$ cat src/rtl/arbiter_pkg.sv
// Shared definitions for the N-way arbiter family: FSM state encoding and
// a width helper that other N-way blocks reuse for index signals.
package arbiter_pkg;

  // Arbiter FSM states: no holder / a holder owns the resource.
  typedef enum logic {
    ST_IDLE = 1'b0,
    ST_BUSY = 1'b1
  } arb_state_t;

  // Bits needed to index n items; never less than 1 so a 1-bit index
  // still exists for degenerate sizes.
  function automatic int width_for(input int n);
    return (n < 2) ? 1 : $clog2(n);
  endfunction

endpackage

$ cat src/rtl/rotating_first_one.sv
// Cyclic first-set-bit finder: searches i_req starting at i_start, walking
// upward and wrapping to 0. Purely combinational. Built as a masked /
// unmasked pair: the lowest set bit at or above i_start wins, otherwise the
// lowest set bit overall.
module rotating_first_one
  import arbiter_pkg::*;
#(
  parameter int N = 4,
  parameter int W = width_for(N)
) (
  input  logic [N-1:0] i_req,
  input  logic [W-1:0] i_start,
  output logic         o_found,
  output logic [W-1:0] o_index
);

  logic         w_hi_found;
  logic         w_lo_found;
  logic [W-1:0] w_hi_idx;
  logic [W-1:0] w_lo_idx;

  // Scan downward so the lowest qualifying index is the last one written.
  always_comb begin
    w_hi_found = 1'b0;
    w_lo_found = 1'b0;
    w_hi_idx   = '0;
    w_lo_idx   = '0;
    for (int i = N - 1; i >= 0; i--) begin
      if (i_req[i]) begin
        w_lo_found = 1'b1;
        w_lo_idx   = W'(i);
        if (i >= int'(i_start)) begin
          w_hi_found = 1'b1;
          w_hi_idx   = W'(i);
        end
      end
    end
  end

  assign o_found = w_lo_found;
  assign o_index = w_hi_found ? w_hi_idx : w_lo_idx;

endmodule

$ cat src/rtl/round_robin_arbiter.sv
// Round-robin arbiter with grant locking. The holder keeps the resource
// until it drops its request; the next arbitration starts one past the last
// winner. All outputs come straight from registers.
// Optional feature macro: ARBITER_TIMEOUT_EN -- when defined, a holder is
// forced to re-arbitrate after MAX_HOLD consecutive grant cycles.
//
// Handshake: request[i] is a level held by requester i for as long as it
// wants or uses the resource; grant[i]/user/valid answer one cycle later and
// stay put while request[user] stays high. Dropping request[user] releases
// the resource at the next edge, and a waiting requester is granted at that
// same edge with no idle cycle.
module round_robin_arbiter
  import arbiter_pkg::*;
#(
  parameter int NUM_USERS  = 4,
  parameter int USER_WIDTH = width_for(NUM_USERS),
  parameter int MAX_HOLD   = 16
) (
  input  logic                  clock,
  input  logic                  reset,
  input  logic [NUM_USERS-1:0]  request,
  output logic                  valid,
  output logic [USER_WIDTH-1:0] user,
  output logic [NUM_USERS-1:0]  grant
);

  // Elaboration-time parameter sanity.
  if (NUM_USERS < 2 || MAX_HOLD < 1) begin : g_bad_param
    $error("round_robin_arbiter: NUM_USERS must be >= 2 and MAX_HOLD >= 1");
  end

  arb_state_t            r_state;
  arb_state_t            w_state_next;
  logic [USER_WIDTH-1:0] r_ptr;
  logic [USER_WIDTH-1:0] w_ptr_next;
  logic [USER_WIDTH-1:0] r_user;
  logic [USER_WIDTH-1:0] w_user_next;
  logic [NUM_USERS-1:0]  r_grant;
  logic [NUM_USERS-1:0]  w_grant_next;

  logic                  w_holder_req;
  logic                  w_force;
  logic                  w_arb;
  logic [NUM_USERS-1:0]  w_search_req;
  logic                  w_found;
  logic [USER_WIDTH-1:0] w_win;
  logic [USER_WIDTH-1:0] w_base;
  logic [USER_WIDTH-1:0] w_ptr_after;

`ifdef ARBITER_TIMEOUT_EN
  localparam int HOLD_W = $clog2(MAX_HOLD + 1);
  logic [HOLD_W-1:0] r_hold;
  logic [HOLD_W-1:0] w_hold_next;

  // Holder has used its full budget but still wants more.
  assign w_force = (r_state == ST_BUSY) && w_holder_req &&
                   (r_hold == HOLD_W'(MAX_HOLD));
`else
  assign w_force = 1'b0;
`endif

  assign w_holder_req = request[r_user];
  assign w_arb        = (r_state == ST_IDLE) || !w_holder_req || w_force;
  // On a forced arbitration the holder must not win against itself.
  assign w_search_req = w_force ? (request & ~r_grant) : request;

  rotating_first_one #(
    .N (NUM_USERS),
    .W (USER_WIDTH)
  ) u_finder (
    .i_req   (w_search_req),
    .i_start (r_ptr),
    .o_found (w_found),
    .o_index (w_win)
  );

  // Pointer moves one past whoever gets the grant, wrapping at NUM_USERS-1
  // rather than at the power-of-two boundary.
  assign w_base      = w_found ? w_win : r_user;
  assign w_ptr_after = (w_base == USER_WIDTH'(NUM_USERS - 1)) ?
                       '0 : w_base + USER_WIDTH'(1);

  // Next-state and next-output logic for the IDLE/BUSY machine.
  always_comb begin
    w_state_next = r_state;
    w_user_next  = r_user;
    w_grant_next = r_grant;
    w_ptr_next   = r_ptr;
`ifdef ARBITER_TIMEOUT_EN
    w_hold_next  = r_hold;
`endif
    if (w_arb) begin
      if (w_found) begin
        w_state_next = ST_BUSY;
        w_user_next  = w_win;
        w_grant_next = NUM_USERS'(1) << w_win;
        w_ptr_next   = w_ptr_after;
`ifdef ARBITER_TIMEOUT_EN
        w_hold_next  = HOLD_W'(1);
`endif
      end else if (w_force) begin
        // Nobody else is waiting: the holder is re-granted in place.
        w_ptr_next   = w_ptr_after;
`ifdef ARBITER_TIMEOUT_EN
        w_hold_next  = HOLD_W'(1);
`endif
      end else begin
        w_state_next = ST_IDLE;
        w_user_next  = '0;
        w_grant_next = '0;
`ifdef ARBITER_TIMEOUT_EN
        w_hold_next  = '0;
`endif
      end
    end else begin
`ifdef ARBITER_TIMEOUT_EN
      w_hold_next = r_hold + HOLD_W'(1);
`endif
    end
  end

  // State, pointer and output registers; reset wins over everything.
  always_ff @(posedge clock) begin
    if (reset) begin
      r_state <= ST_IDLE;
      r_ptr   <= '0;
      r_user  <= '0;
      r_grant <= '0;
    end else begin
      r_state <= w_state_next;
      r_ptr   <= w_ptr_next;
      r_user  <= w_user_next;
      r_grant <= w_grant_next;
    end
  end

`ifdef ARBITER_TIMEOUT_EN
  // Consecutive-grant-cycle counter for the current holder.
  always_ff @(posedge clock) begin
    if (reset) begin
      r_hold <= '0;
    end else begin
      r_hold <= w_hold_next;
    end
  end
`endif

  assign valid = (r_state == ST_BUSY);
  assign user  = r_user;
  assign grant = r_grant;

endmodule

$ cat config.mk
export PLATFORM = sky130hd
export DESIGN_NAME = round_robin_arbiter
export DESIGN_NICKNAME = d
export VERILOG_FILES = /design/src/rtl/arbiter_pkg.sv /design/src/rtl/rotating_first_one.sv /design/src/rtl/round_robin_arbiter.sv
export SDC_FILE = /design/constraint.sdc
export NUM_CORES = 1
export LEC_CHECK = 0
export BUFFER_PORTS_ARGS = -buffer_cell sky130_fd_sc_hd__buf_4
export CAP_MARGIN = 20
export CELL_PAD_IN_SITES_DETAIL_PLACEMENT = 2
export CELL_PAD_IN_SITES_GLOBAL_PLACEMENT = 2
export CORE_UTILIZATION = 34
export CTS_BUF_LIST = sky130_fd_sc_hd__clkbuf_4 sky130_fd_sc_hd__clkbuf_8
export CTS_CLUSTER_SIZE = 10
export DETAILED_ROUTE_END_ITERATION = 10
export PLACE_DENSITY = 0.94
export REMOVE_ABC_BUFFERS = 1
export SETUP_SLACK_MARGIN = 0.5
export SYNTH_ARGS = -nofsm -noshare
export SYNTH_HDL_FRONTEND = slang
export SYNTH_HIERARCHICAL = 1
export SYNTH_SLANG_ARGS = --single-unit
export TNS_END_PERCENT = 5
$ cat constraint.sdc
create_clock -name clock -period 3.4 [get_ports clock]
set_input_delay 0 -clock clock [delete_from_list [all_inputs] [get_ports clock]]
set_output_delay 0 -clock clock [all_outputs]
set_load 0.005 [all_outputs]
After elaboration in Yosys (flattened, before gate mapping)
Index checks and enable logic that the tools add are counted.
W data, S select, Z words.

storage, ports and cells
  register bits after elaboration = 9
  bits in latches = 0
  RAM bits = 0
  memory bits (read-only) = 0
  bits of input ports = 6
  output and inout port bits = 7
  word-level logic and storage cells = 43
  memories = 0

cells by class
  add/subtract/negate cells = 1
  multiply operators = 0
  divide/modulo/power cells = 0
  $lt $le $gt $ge = 4
  equal/unequal tests = 1
  shift operators = 1
  mux-type cells = 28
  bitwise operators = 1
  reductions and logical operators = 3

operators with widths
  cell                   number
  $mux W2                14
  $mux W1                12
  $ge A1 B2 Y1 const A   2
  $mux W4                1
  $shl A1 B2 Y4 const A  1
  $lt A2 B3 Y1 const B   1
  $add A2 B1 Y2 const B  1
  $bmux W1 S2            1
  $eq A2 B2 Y1 const B   1
  $ge A2 B2 Y1 const A   1
  $reduce_and A2 Y1      1
  $logic_not A1 Y1       1
  $logic_or A1 B1 Y1     1
  $not A1 Y1             1

Depth between registers and ports, before layout
Gate-level depths: netlist (run 1).

  depth in word-level cells = 11
  mapped depth = 7
  gate-level depth less buffers = 7

Hierarchy
Netlist (run 1), hierarchy kept.

modules (own cells, without submodules)
  module               times used  cells each  area each (um^2)  seq. area each (um^2)
  round_robin_arbiter  1           43          437.9             180.2
  rotating_first_one   1           11          71.3              0.0

Worst setup path before layout (run 1)
OpenSTA, ideal clock, no wires.

  path kind = register -> register
  start = register r_ptr[1]
  end = register r_ptr[1]
  setup time = 88 ps
  arrival time = 1439 ps
  required time = 3312 ps
  setup slack = 1872 ps
  cell stages (with the launch flop) = 5
  buffers on the path = 0
  clock period less this slack = 1528 ps
  path through = dfxtp_1 -> mux2i_1 -> a211oi_1 -> xnor2_1 -> a311oi_2

between the ends
  longest elaborated chain between the ends = 11
  elaborated cells on any way between the ends = 20
  those cells by class = add/sub (1); order compare (3); eq/ne (1); mux (15)

ends and longest elaborated chain
  item                                           RTL line                                              text
  from (decl)                                    round_robin_arbiter.sv:34                             logic [USER_WIDTH-1:0] r_ptr;
  from (signal assigned)                         round_robin_arbiter.sv:131                            r_ptr <= w_ptr_next;
  $ge A2 B2 Y1                                   rotating_first_one.sv:32                              if (i >= int'(i_start)) begin
  $mux W2 or $mux W1 (tied branches)             rotating_first_one.sv:32
  $mux W2 or $mux W1 (tied branches)             rotating_first_one.sv:29                              if (i_req[i]) begin
  $mux W2 or $mux W1 (tied branches)             rotating_first_one.sv:32
  $mux W2 or $mux W1 (tied branches)             rotating_first_one.sv:29
  $mux W2 or $mux W1 (tied branches)             rotating_first_one.sv:32
  $mux W2 or $mux W1 (tied branches)             rotating_first_one.sv:29
  $mux W2 *                                      rotating_first_one.sv:41                              assign o_index = w_hi_found ? w_hi_idx : w_lo_idx;
  named net w_win[0]                             round_robin_arbiter.sv:46                             logic [USER_WIDTH-1:0] w_win;
  $mux W2 *                                      round_robin_arbiter.sv:79                             assign w_base = w_found ? w_win : r_user;
  $add A2 B1 Y2 or $eq A2 B2 Y1 (tied branches)  round_robin_arbiter.sv:81, round_robin_arbiter.sv:80
  $mux W2 *                                      round_robin_arbiter.sv:80                             assign w_ptr_after = (w_base == USER_WIDTH'(NUM_USERS - 1)) ?

The timed path passes the listed nets; every way through them passes the cells marked *.
A chain may end at the register's enable or synchronous reset.

Final worst setup path (run 1)
  start = register r_ptr[1]
  end = register r_grant[1] (netlist: grant[1])

between the ends
  longest elaborated chain between the ends = 10
  elaborated cells on any way between the ends = 18
  those cells by class = order compare (3); shift (1); mux (14)

ends and longest elaborated chain
  item                                RTL line                    text
  $ge A2 B2 Y1                        rotating_first_one.sv:32
  $mux W2 or $mux W1 (tied branches)  rotating_first_one.sv:32
  $mux W2 or $mux W1 (tied branches)  rotating_first_one.sv:29
  $mux W2 or $mux W1 (tied branches)  rotating_first_one.sv:32
  $mux W2 or $mux W1 (tied branches)  rotating_first_one.sv:29
  $mux W2 or $mux W1 (tied branches)  rotating_first_one.sv:32
  $mux W2 or $mux W1 (tied branches)  rotating_first_one.sv:29
  $mux W2 *                           rotating_first_one.sv:41
  named net w_win[0]                  round_robin_arbiter.sv:46
  $shl A1 B2 Y4 *                     round_robin_arbiter.sv:96   w_grant_next = NUM_USERS'(1) << w_win;
  $mux W4 *                           round_robin_arbiter.sv:93   if (w_found) begin
  to (signal assigned)                round_robin_arbiter.sv:133  r_grant <= w_grant_next;
  to (decl)                           round_robin_arbiter.sv:38   logic [NUM_USERS-1:0] r_grant;

Marks and branches as above.

==> out/qor.txt, run 1 <==
Outcome - complete, no violations
Main synth FF type - dfxtp_1
Fill cells - 152
H-tree Lvls - 1
Crit path launch type - register
Seq. cell area - 180.2 µm²
Area growth from synthesis to layout - 24.82%
Antenna violations before repair - 0
Cell taking the most area after synthesis - dfxtp_1
CP arrival - 2.01 ns
#FFs+latches synth - 9
Vias in the first global route - 404
Layout Cells excl Fill - 83
Core area - 0.001350 mm²
Io pins - 13
Post-synth cell types - 28
Diodes inserted - 0
Worst-path clk slew - 0.06 ns
Setup bufs post-CTS - 0
Unrepaired setup endpoints after global routing - no
Multi-input combinational cell area - 299.0 µm²
Share of post-route cells with drive strength above 1 - 0.3382
Max transition margin - 0.4283
Starting Density - 0.3772
Yosys warning count - 6
Post-Syn Instances - 54
First-pass GRT wire length - 1.800 mm
Critical Path Sink Type - register
Post-synth top area share - 0.3538
TritonCTS buffer count - 3
Worst skew pair latency - 0.26 ns
Via count - 446
Max clock buf depth - 2
Total congestion overflow - 0
Routed WL per cell - 14.72 µm
Post-CTS Resized - 0
Final hold vios - 0
Clock root cell - clkbuf_4
Rows - 13
Maximum clock rate - 551.7 MHz
EDFF count, synth - 0
Post-Syn Area - 509.2 µm²
Syn Area/Cell - 9.430 µm²
Post-DP HPWL - 895.8 µm
Setup violators final - 0
PD cells - 513.9 mW/mm²
Total GRT Usage - 0.1663
Via/cell ratio - 5.373
Largest net degree at the start of global routing - 14
Post-Route WL - 1.222 mm
Total Die Area - 0.001656 mm²
DR DRC count - 0
DP Cell Count - 78
Static Leakage - 0.2763 nW
Max-slew violation count - 0
VDD IR max - 0.2494 mV
Antenna-violating nets left - 0
CTS Hold Buffers Added - 1
Clock sink total - 9
CTS tree - built
GPL Wtd Cong - 0.7319
Max cap viols - 0
Fin crit share - 0.5332
Tot Pwr - 0.3266 mW
Req. time, crit path - 3.60 ns
Synth top area cells - dfxtp_1 (35%), a21oi_1 (7.9%), mux2i_1 (5.9%)
Nets - 75
Worst min-delay path class - in -> reg
Worst slew pin tran - 0.8524 ns
DR iter-0 viols - 0
Fraction of registers with async set/reset - 0
Tmin final - 1.813 ns
Seq/Total Area, Yosys - 0.3538
Kind of critical path - reg -> reg
Max FO, Critical Path - 6
PortBufs - 12
Die H - 40.70 µm
Clk_skew - 0.0007463 ns
DR pass1 iterations - 1
Die X-Extent - 40.70 µm
Final TNS setup - 0 ns
## cell usage after synthesis, drive strengths merged (2+ instances only)
cell type,count
dfxtp,9
buf,3
nand2b,3
a311oi,2
mux2i,3
inv,2
nor2,3
nand2,3
a21oi,10
mux2,2
## through the flow
stage | area, µm² | hold WS (ns) | utilization | worst slack, ns
after CTS | 635.6 | 0.2133 | 0.4708 | 1.580
final | 635.6 | 0.2143 | 0.4708 | 1.587
after floorplan | 486.7 | 0.06786 | - | 1.872
after global placement | 595.6 | 0.2524 | 0.4411 | 1.726
after detailed placement | 595.6 | 0.2543 | 0.4411 | 1.627
after global routing | 635.6 | 0.2285 | 0.4708 | 1.429
## cell usage in the layout (no fill, tap or decap), types with 2 or more instances in the layout
master,Yosys,routed
dfxtp_1,9,9
buf_4,1,12
a21oi_1,8,8
mux2i_1,3,3
a21oi_2,2,2
a311oi_2,2,2
nand2b_1,3,3
inv_1,2,2
nand2_1,3,3
nor2_1,3,3
clkbuf_4,0,4
## where the power goes
part,internal [mW],switching (mW)
Combinational,0.0526,0.0499
Sequential,0.120,0.0136
Clock,0.0532,0.0373
## sequential cells by signal, indices dropped and copies added (netlist names)
register and cells:
grant 4, r_ptr 2, user 2, valid 1
## cell families (layout without fill, tap and decap cells)
group                  Yosys count  after routing  share of synthesized area
AO/OA/AOI/OAI                   16             16                     0.2605
XOR/XNOR                         1              1                    0.01720
buffers and inverters            5             19                    0.05897
flip-flops                       9              9                     0.3538
multiplexers                     5              5                     0.1106
AND/OR/NAND/NOR                 18             18                     0.1990
## area by class of cell
| type | count | area share |
|---|---|---|
| clock buffers | 4 | 0.04724 |
| inverters | 2 | 0.01181 |
| multi-input cells | 40 | 0.4705 |
| flip-flops and latches | 9 | 0.2835 |
| well taps | 15 | 0.02953 |
| repair buffers | 13 | 0.1575 |
## critical path, cell delays in order (launching register included)
cell      delay, ns
dfxtp_1        0.42
mux2i_1        0.10
a211oi_1       0.74
nand2_1        0.16
nor2_1         0.14
mux2i_1        0.09
nor2_1         0.10
## per-layer routing
layer	vias up	share of wire	global-route usage
met5	-	0	0
met4	0	0.017	0.1000
met3	2	0.035	0.01630
met2	13	0.49	0.2738
met1	208	0.45	0.2072
li1	223	-	-
## path summary, 6_finish.rpt
check / start / end / slack (ns) / cells after the start
max: r_ptr[1]$_SDFFE_PP0P_ / grant[1]$_SDFFE_PP0P_ / 1.59 / 6
min: request[3] / user[0]$_SDFFE_PP0P_ / 0.21 / 4
max reg2reg: r_ptr[1]$_SDFFE_PP0P_ / grant[1]$_SDFFE_PP0P_ / 1.59 / 6
min reg2reg: grant[2]$_SDFFE_PP0P_ / grant[2]$_SDFFE_PP0P_ / 0.47 / 2
Note: power is estimated with default switching activity, not from simulation.
==> inputs of run 2 (changes only) <==
CORE_UTILIZATION = 31   (was 34)
PLACE_DENSITY = 0.88   (was 0.94)
clock period = 1.8 ns   (was 3.4 ns; I/O delays follow)
==> out/qor.txt, run 2 (synthesized netlist as in run 1, its figures left out) <==
Nets - 79 (+5.3%)
First-pass GRT wire length - 2.290 mm (+27%)
Rows - 14 (+1)
Worst-path clk slew - 0.06 ns (about the same)
Share of post-route cells with drive strength above 1 - 0.4306 (+0.09232)
Post-Route WL - 1.355 mm (+11%)
DP Cell Count - 81 (+3.8%)
Max FFs per register - 4 (unchanged)
Max clock buf depth - 2 (unchanged)
RR Startpoint - user[1]$_SDFFE_PP0P_
Area growth from synthesis to layout - 35.63%
PD cells - 961.3 mW/mm² (+87%)
Antenna violations before repair - 0 (unchanged)
Fin crit share - 0.8080 (+0.2748)
CTS tree - built
DR iter-0 viols - 1 (+1)
Clk_skew - 0.004070 ns (+0.003323 ns)
Max FO, Critical Path - 12 (+6)
Starting Density - 0.3342 (-0.04305)
GPL Wtd Cong - 0.7920 (+8.2%)
Die H - 42.53 µm (+4.5%)
Metal2 WL - 718 µm (+20%)
Commonest cells after routing, fill and taps aside - buf_4 (15), a21oi_1 (8), dfxtp_1 (6)
Crit path launch type - register
Io pins - 13 (unchanged)
Setup violators final - 0 (unchanged)
H-tree Lvls - 1 (unchanged)
CP arrival - 1.63 ns (-0.38 ns)
Tot Pwr - 0.6639 mW (+100%)
Max cap viols - 0 (unchanged)
DR DRC count - 0 (unchanged)
Die X-Extent - 42.53 µm (+4.5%)
Vias in the first global route - 525 (+30%)
Outcome - complete, no violations
Largest net degree at the start of global routing - 13 (-1)
VDD IR max - 0.5127 mV (+110%)
Max-slew violation count - 0 (unchanged)
Crit-path cells - mux2_4 -> a22oi_4 -> buf_12 -> a21oi_2 -> a311oi_2
Slowest library cell on the worst path - dfxtp_4
Tmin final - 1.454 ns (-0.3584 ns)
Delay of the slowest cell on the worst path - 0.37 ns (-0.37 ns)
Static Leakage - 0.3027 nW (+9.6%)
Total GRT Usage - 0.1713 (+0.004962)
Max Used Layer - met4
Placed Area - 611.8 µm² (+2.7%)
Unrepaired setup endpoints after global routing - yes
Met3 Wirelength - 37 µm (-14%)
Critical Path Sink Type - register
DRT met1 WL - 567 µm (+2.0%)
Post-DP HPWL - 977.2 µm (+9.1%)
Via count - 487 (+9.2%)
Worst slew pin tran - 0.3715 ns (-0.4809 ns)
Core area - 0.001524 mm² (+13%)
Commonest non-fill, non-tap cell in the layout - buf_4
Final hold vios - 0 (unchanged)
Crit. Startpoint - user[1]$_SDFFE_PP0P_
Final TNS setup - 0 ns (unchanged)
Kind of critical path - reg -> reg
PortBufs - 12 (unchanged)
Routed WL per cell - 15.40 µm (+4.6%)
Total Die Area - 0.001809 mm² (+9.2%)
Clock root cell - clkbuf_4
Antenna-violating nets left - 0 (unchanged)
Total congestion overflow - 0 (unchanged)
Clock sink total - 9 (unchanged)
Max transition margin - 0.7523 (+0.3240)
Hold Crit Start - request[3]
Layout Cells excl Fill - 88 (+6.0%)
DR pass1 iterations - 3 (+2)
Via/cell ratio - 5.534 (+3.0%)
Worst min-delay path class - in -> reg
Min Hold Slack - 0.1904 ns (-0.02385 ns)
Diodes inserted - 0 (unchanged)
Maximum clock rate - 687.6 MHz (+25%)
Req. time, crit path - 1.97 ns (-1.63 ns)
TritonCTS buffer count - 3 (unchanged)
Worst skew pair latency - 0.27 ns (about the same)
Final Instance Area - 690.7 µm² (+8.7%)
==> run 2: stage by stage <==
step           utilization  setup slack [ns]
2_1_floorplan            -            0.2724
3_3_place_gp        0.4015            0.2275
3_5_place_dp        0.4015            0.1663
4_1_cts             0.4475            0.3351
5_1_grt             0.4532            0.2888
6_report            0.4532            0.3457
==> run 2: worst paths after layout <==
| path | end | slack (ns) | cells past startpoint |
|---|---|---|---|
| min | user[0]$_SDFFE_PP0P_ | 0.19 | 4 |
| min reg2reg | grant[3]$_SDFFE_PP0P_ | 0.48 | 2 |
| max | r_ptr[1]$_SDFFE_PP0P_ | 0.35 | 5 |
| max reg2reg | r_ptr[1]$_SDFFE_PP0P_ | 0.35 | 5 |
==> run 2: repair_timing <==
action                     4_1_cts  5_1_grt
hold endpoints to repair         8        0
setup buffers                    2        0
gates resized for setup          2        3
hold buffers                     1        0
setup endpoints to repair        9        9
pin swaps                        1        1
==> run 2: worst max-delay path: cells and delay by family, from the launching register on <==
kind / cells / cell delay, ns
AOI/OAI and AO/OA: 3 / 0.52
muxes: 1 / 0.32
buffers and inverters: 1 / 0.15
DFF: 1 / 0.37
==> run 2: routing by layer <==
layer / GRT usage / vias up
li1: - / 232
met4: 0.1125 / 0
met3: 0.01293 / 3
met1: 0.1921 / 238
met5: 0 / -
met2: 0.3046 / 14
==> run 2: cell type report <==
cell class              instances  area (µm²)
flip-flops and latches          9       186.4
well taps                      16       20.02
fillers                       169       833.3
multi-input cells              40       304.0
inverters                       2       7.507
repair buffers                 17       142.6
clock buffers                   4       30.03
==> run 2: where the power goes <==
part,switching (mW),total (mW),internal (mW)
logic,0.105,0.231,0.127
registers,0.0256,0.255,0.230
clock network,0.0766,0.177,0.101
==> inputs of run 3 (changes only) <==
ABC_AREA = 1   (was default)
CORE_UTILIZATION = 27   (was 31)
clock period = 1.5 ns   (was 1.8 ns; I/O delays follow)
==> out/qor.txt, run 3 <==
GPL Wtd Cong - 0.8053 (+1.7%)
Critical Path Sink Type - register
Hold Path Sink - user[0]$_SDFFE_PP0P_
Starting Density - 0.3028 (-0.03138)
Clk_skew - 0.01345 ns (+0.009381 ns)
Max-slew violation count - 0 (unchanged)
Outcome - complete, no violations
Internal power - 0.5392 mW (+18%)
Syn Area/Cell - 6.129 µm² (-35%)
Synth cell count leaders - nand2_1 (25), inv_1 (15), a21oi_1 (10), nand3_1 (10), dfxtp_1 (9)
Cell taking the most area after synthesis - dfxtp_1
Die H - 46.95 µm (+10%)
Worst setup margin - 0.04805 ns (-0.2976 ns)
Area growth from synthesis to layout - 42.43%
Worst slew pin tran - 0.3527 ns (-0.01888 ns)
Crit. Startpoint - r_ptr[1]$_SDFFE_PP0P_
Post-DP HPWL - 1.309 mm (+34%)
TritonCTS buffer count - 3 (unchanged)
DR DRC count - 0 (unchanged)
Pre-CTS WS - -0.06234 ns (-0.2286 ns)
Commonest cells after routing, fill and taps aside - nand2_1 (20), buf_4 (18), inv_1 (13)
DR iter-0 viols - 3 (+2)
Io pins - 13 (unchanged)
Maximum clock rate - 688.7 MHz (+0.17%)
Routed WL per cell - 16.23 µm (+5.4%)
Hold Crit Start - request[0]
Req. time, crit path - 1.66 ns (-0.31 ns)
Post-Syn Area - 545.5 µm² (+7.1%)
PortBufs - 12 (unchanged)
Share of post-route cells with drive strength above 1 - 0.4000 (-0.03056)
#FFs+latches synth - 9 (unchanged)
Max FFs per register - 4 (unchanged)
Post-Syn Instances - 89 (+65%)
Total GRT Usage - 0.2212 (+0.04992)
Total Die Area - 0.002204 mm² (+22%)
P_sw - 0.3186 mW (+54%)
Crit path launch type - register
Core area - 0.001802 mm² (+18%)
Layout Cells excl Fill - 135 (+53%)
Most numerous cell in the Yosys netlist - nand2_1
Tot Pwr - 0.8578 mW (+29%)
Max FO, Critical Path - 4 (-8)
Post-Route WL - 2.191 mm (+62%)
Static Leakage - 0.4085 nW (+35%)
Antenna-violating nets left - 0 (unchanged)
Max cap viols - 0 (unchanged)
Gate power share - 0.389 (+0.041)
R2R setup slack - 0.05 ns (-0.30 ns)
Worst-path clk slew - 0.07 ns (about the same)
DP Cell Count - 125 (+54%)
Switching share of power - 0.3714 (+0.06002)
Max clock buf depth - 2 (unchanged)
Seq/Total Area, Yosys - 0.3303 (-0.02353)
Via/cell ratio - 4.859 (-12%)
Diodes inserted - 0 (unchanged)
Vias in the first global route - 679 (+29%)
R2r endpoint - r_ptr[1]$_SDFFE_PP0P_
CTS tree - built
Post-synth top area share - 0.3303 (-0.02353)
Main synth FF type - dfxtp_1
Yosys warning count - 6 (unchanged)
H-tree Lvls - 1 (unchanged)
Core Util, Final - 0.4313 (-0.02195)
Fill cells - 237 (+40%)
Commonest non-fill, non-tap cell in the layout - nand2_1
Post-synth cell types - 15 (-46%)
DR pass1 iterations - 2 (-1)
FF-to-FF path depth - 13 (+8)
Clock share of power - 0.256 (-0.011)
CP arrival - 1.61 ns (-0.02 ns)
Final hold vios - 0 (unchanged)
Via count - 656 (+35%)
First-pass GRT wire length - 3.139 mm (+37%)
Kind of critical path - reg -> reg
VDD IR max - 0.5097 mV (-0.59%)
Synth top area cells - dfxtp_1 (33%), nand2_1 (17%), inv_1 (10%)
Worst skew pair latency - 0.28 ns (about the same)
Largest net degree at the start of global routing - 11 (-2)
Nets - 117 (+48%)
Total congestion overflow - 0 (unchanged)
Tmin final - 1.452 ns (-0.002397 ns)
Clock root cell - clkbuf_4
Fin crit share - 0.9680 (+0.1600)
Antenna violations before repair - 0 (unchanged)
Max transition margin - 0.7646 (+0.01227)
Die X-Extent - 46.95 µm (+10%)
Unrepaired setup endpoints after global routing - yes
Clock sink total - 9 (unchanged)
Fraction of registers with async set/reset - 0 (unchanged)
Flop pwr share - 0.356 (-0.028)
PD cells - 1104 mW/mm² (+15%)
EDFF count, synth - 0 (unchanged)
Hold Crit Depth - 7 (+3)
Min Hold Slack - 0.3118 ns (+0.1214 ns)
RR Startpoint - r_ptr[1]$_SDFFE_PP0P_
Setup violators final - 0 (unchanged)
Rows - 15 (+1)
Worst min-delay path class - in -> reg
==> run 3: cell count changes in the layout (fill, tap and decap cells not counted), moves of 3 or more <==
cell      before  now
nand2_1        3   20
inv_1          2   13
nand3_1        1   10
nand2_2        0    6
inv_2          0    4
buf_4         15   18
mux2i_1        3    0
nand2b_1       3    0
==> run 3: cell type report <==
cell class / count / area (µm²) / share of cell area
clock buffer: 4 / 30.03 / 0.03865
inverter: 17 / 63.81 / 0.08213
multi-input combinational: 61 / 324.1 / 0.4171
sequential: 9 / 182.7 / 0.2351
tap: 25 / 31.28 / 0.04026
timing repair buffer: 19 / 145.1 / 0.1868
==> run 3: how the worst max path moves through the flow <==
stage | endpoint | slack (ns)
floorplan | r_ptr[1]$_SDFFE_PP0P_ | 0.18
global placement | r_ptr[1]$_SDFFE_PP0P_ | -0.03
detailed placement | r_ptr[1]$_SDFFE_PP0P_ | -0.06
CTS | r_ptr[1]$_SDFFE_PP0P_ | 0.08
global route | grant[0]$_SDFFE_PP0P_ | -0.09
finish | r_ptr[1]$_SDFFE_PP0P_ | 0.05
==> run 3: per-layer routing <==
metal	part of all wire	vias up	GRT usage
met5	0	-	0
met2	0.53	6	0.3778
met3	0.025	4	0.08077
met4	0.010	0	0.06857
li1	-	317	-
met1	0.43	329	0.2575
==> run 3: what timing repair did <==
| item | 4_1_cts | 5_1_grt |
|---|---|---|
| setup buffers | 4 | 1 |
| hold buffers | 1 | 0 |
| hold endpoints to repair | 7 | 0 |
| setup endpoints to repair | 9 | 10 |
| gates resized for setup | 5 | 9 |
| pin swaps | 4 | 5 |
==> run 3: worst max-delay path, stage by stage, from the launching register on <==
cell and delay, ns:
dfxtp_2 0.36, nand2_2 0.08, nand2_1 0.07, nand2_1 0.07, a21oi_2 0.19, inv_2 0.07, nand2_2 0.07, nand2_2 0.07
nand2_1 0.05, inv_1 0.04, nor2_1 0.08, nand3_1 0.08, nand2_1 0.09, nor2_2 0.03
==> run 3: cell families after synthesis <==
| kind of cell | after synthesis | synth area share |
|---|---|---|
| simple gates | 51 | 0.4450 |
| compound gates | 10 | 0.09175 |
| buf+inv | 19 | 0.1330 |
| flops | 9 | 0.3303 |
==> run 3: power by group through the flow <==
stage / sequential [mW] / clock [mW] / combinational [mW]
after CTS: 0.304 / 0.215 / 0.294
final: 0.305 / 0.219 / 0.333
after global routing: 0.310 / 0.238 / 0.366
after global placement: 0.303 / 0 / 0.242
after floorplan: 0.301 / 0 / 0.159
after detailed placement: 0.306 / 0 / 0.254
==> run 3: metrics by stage <==
step / setup TNS (ns) / area [µm²]
finish: 0 / 777.0
global route: -0.2405 / 777.0
CTS: 0 / 744.5
detailed placement: -0.06234 / 665.6
global placement: -0.03189 / 665.6
floorplan: 0 / 536.8
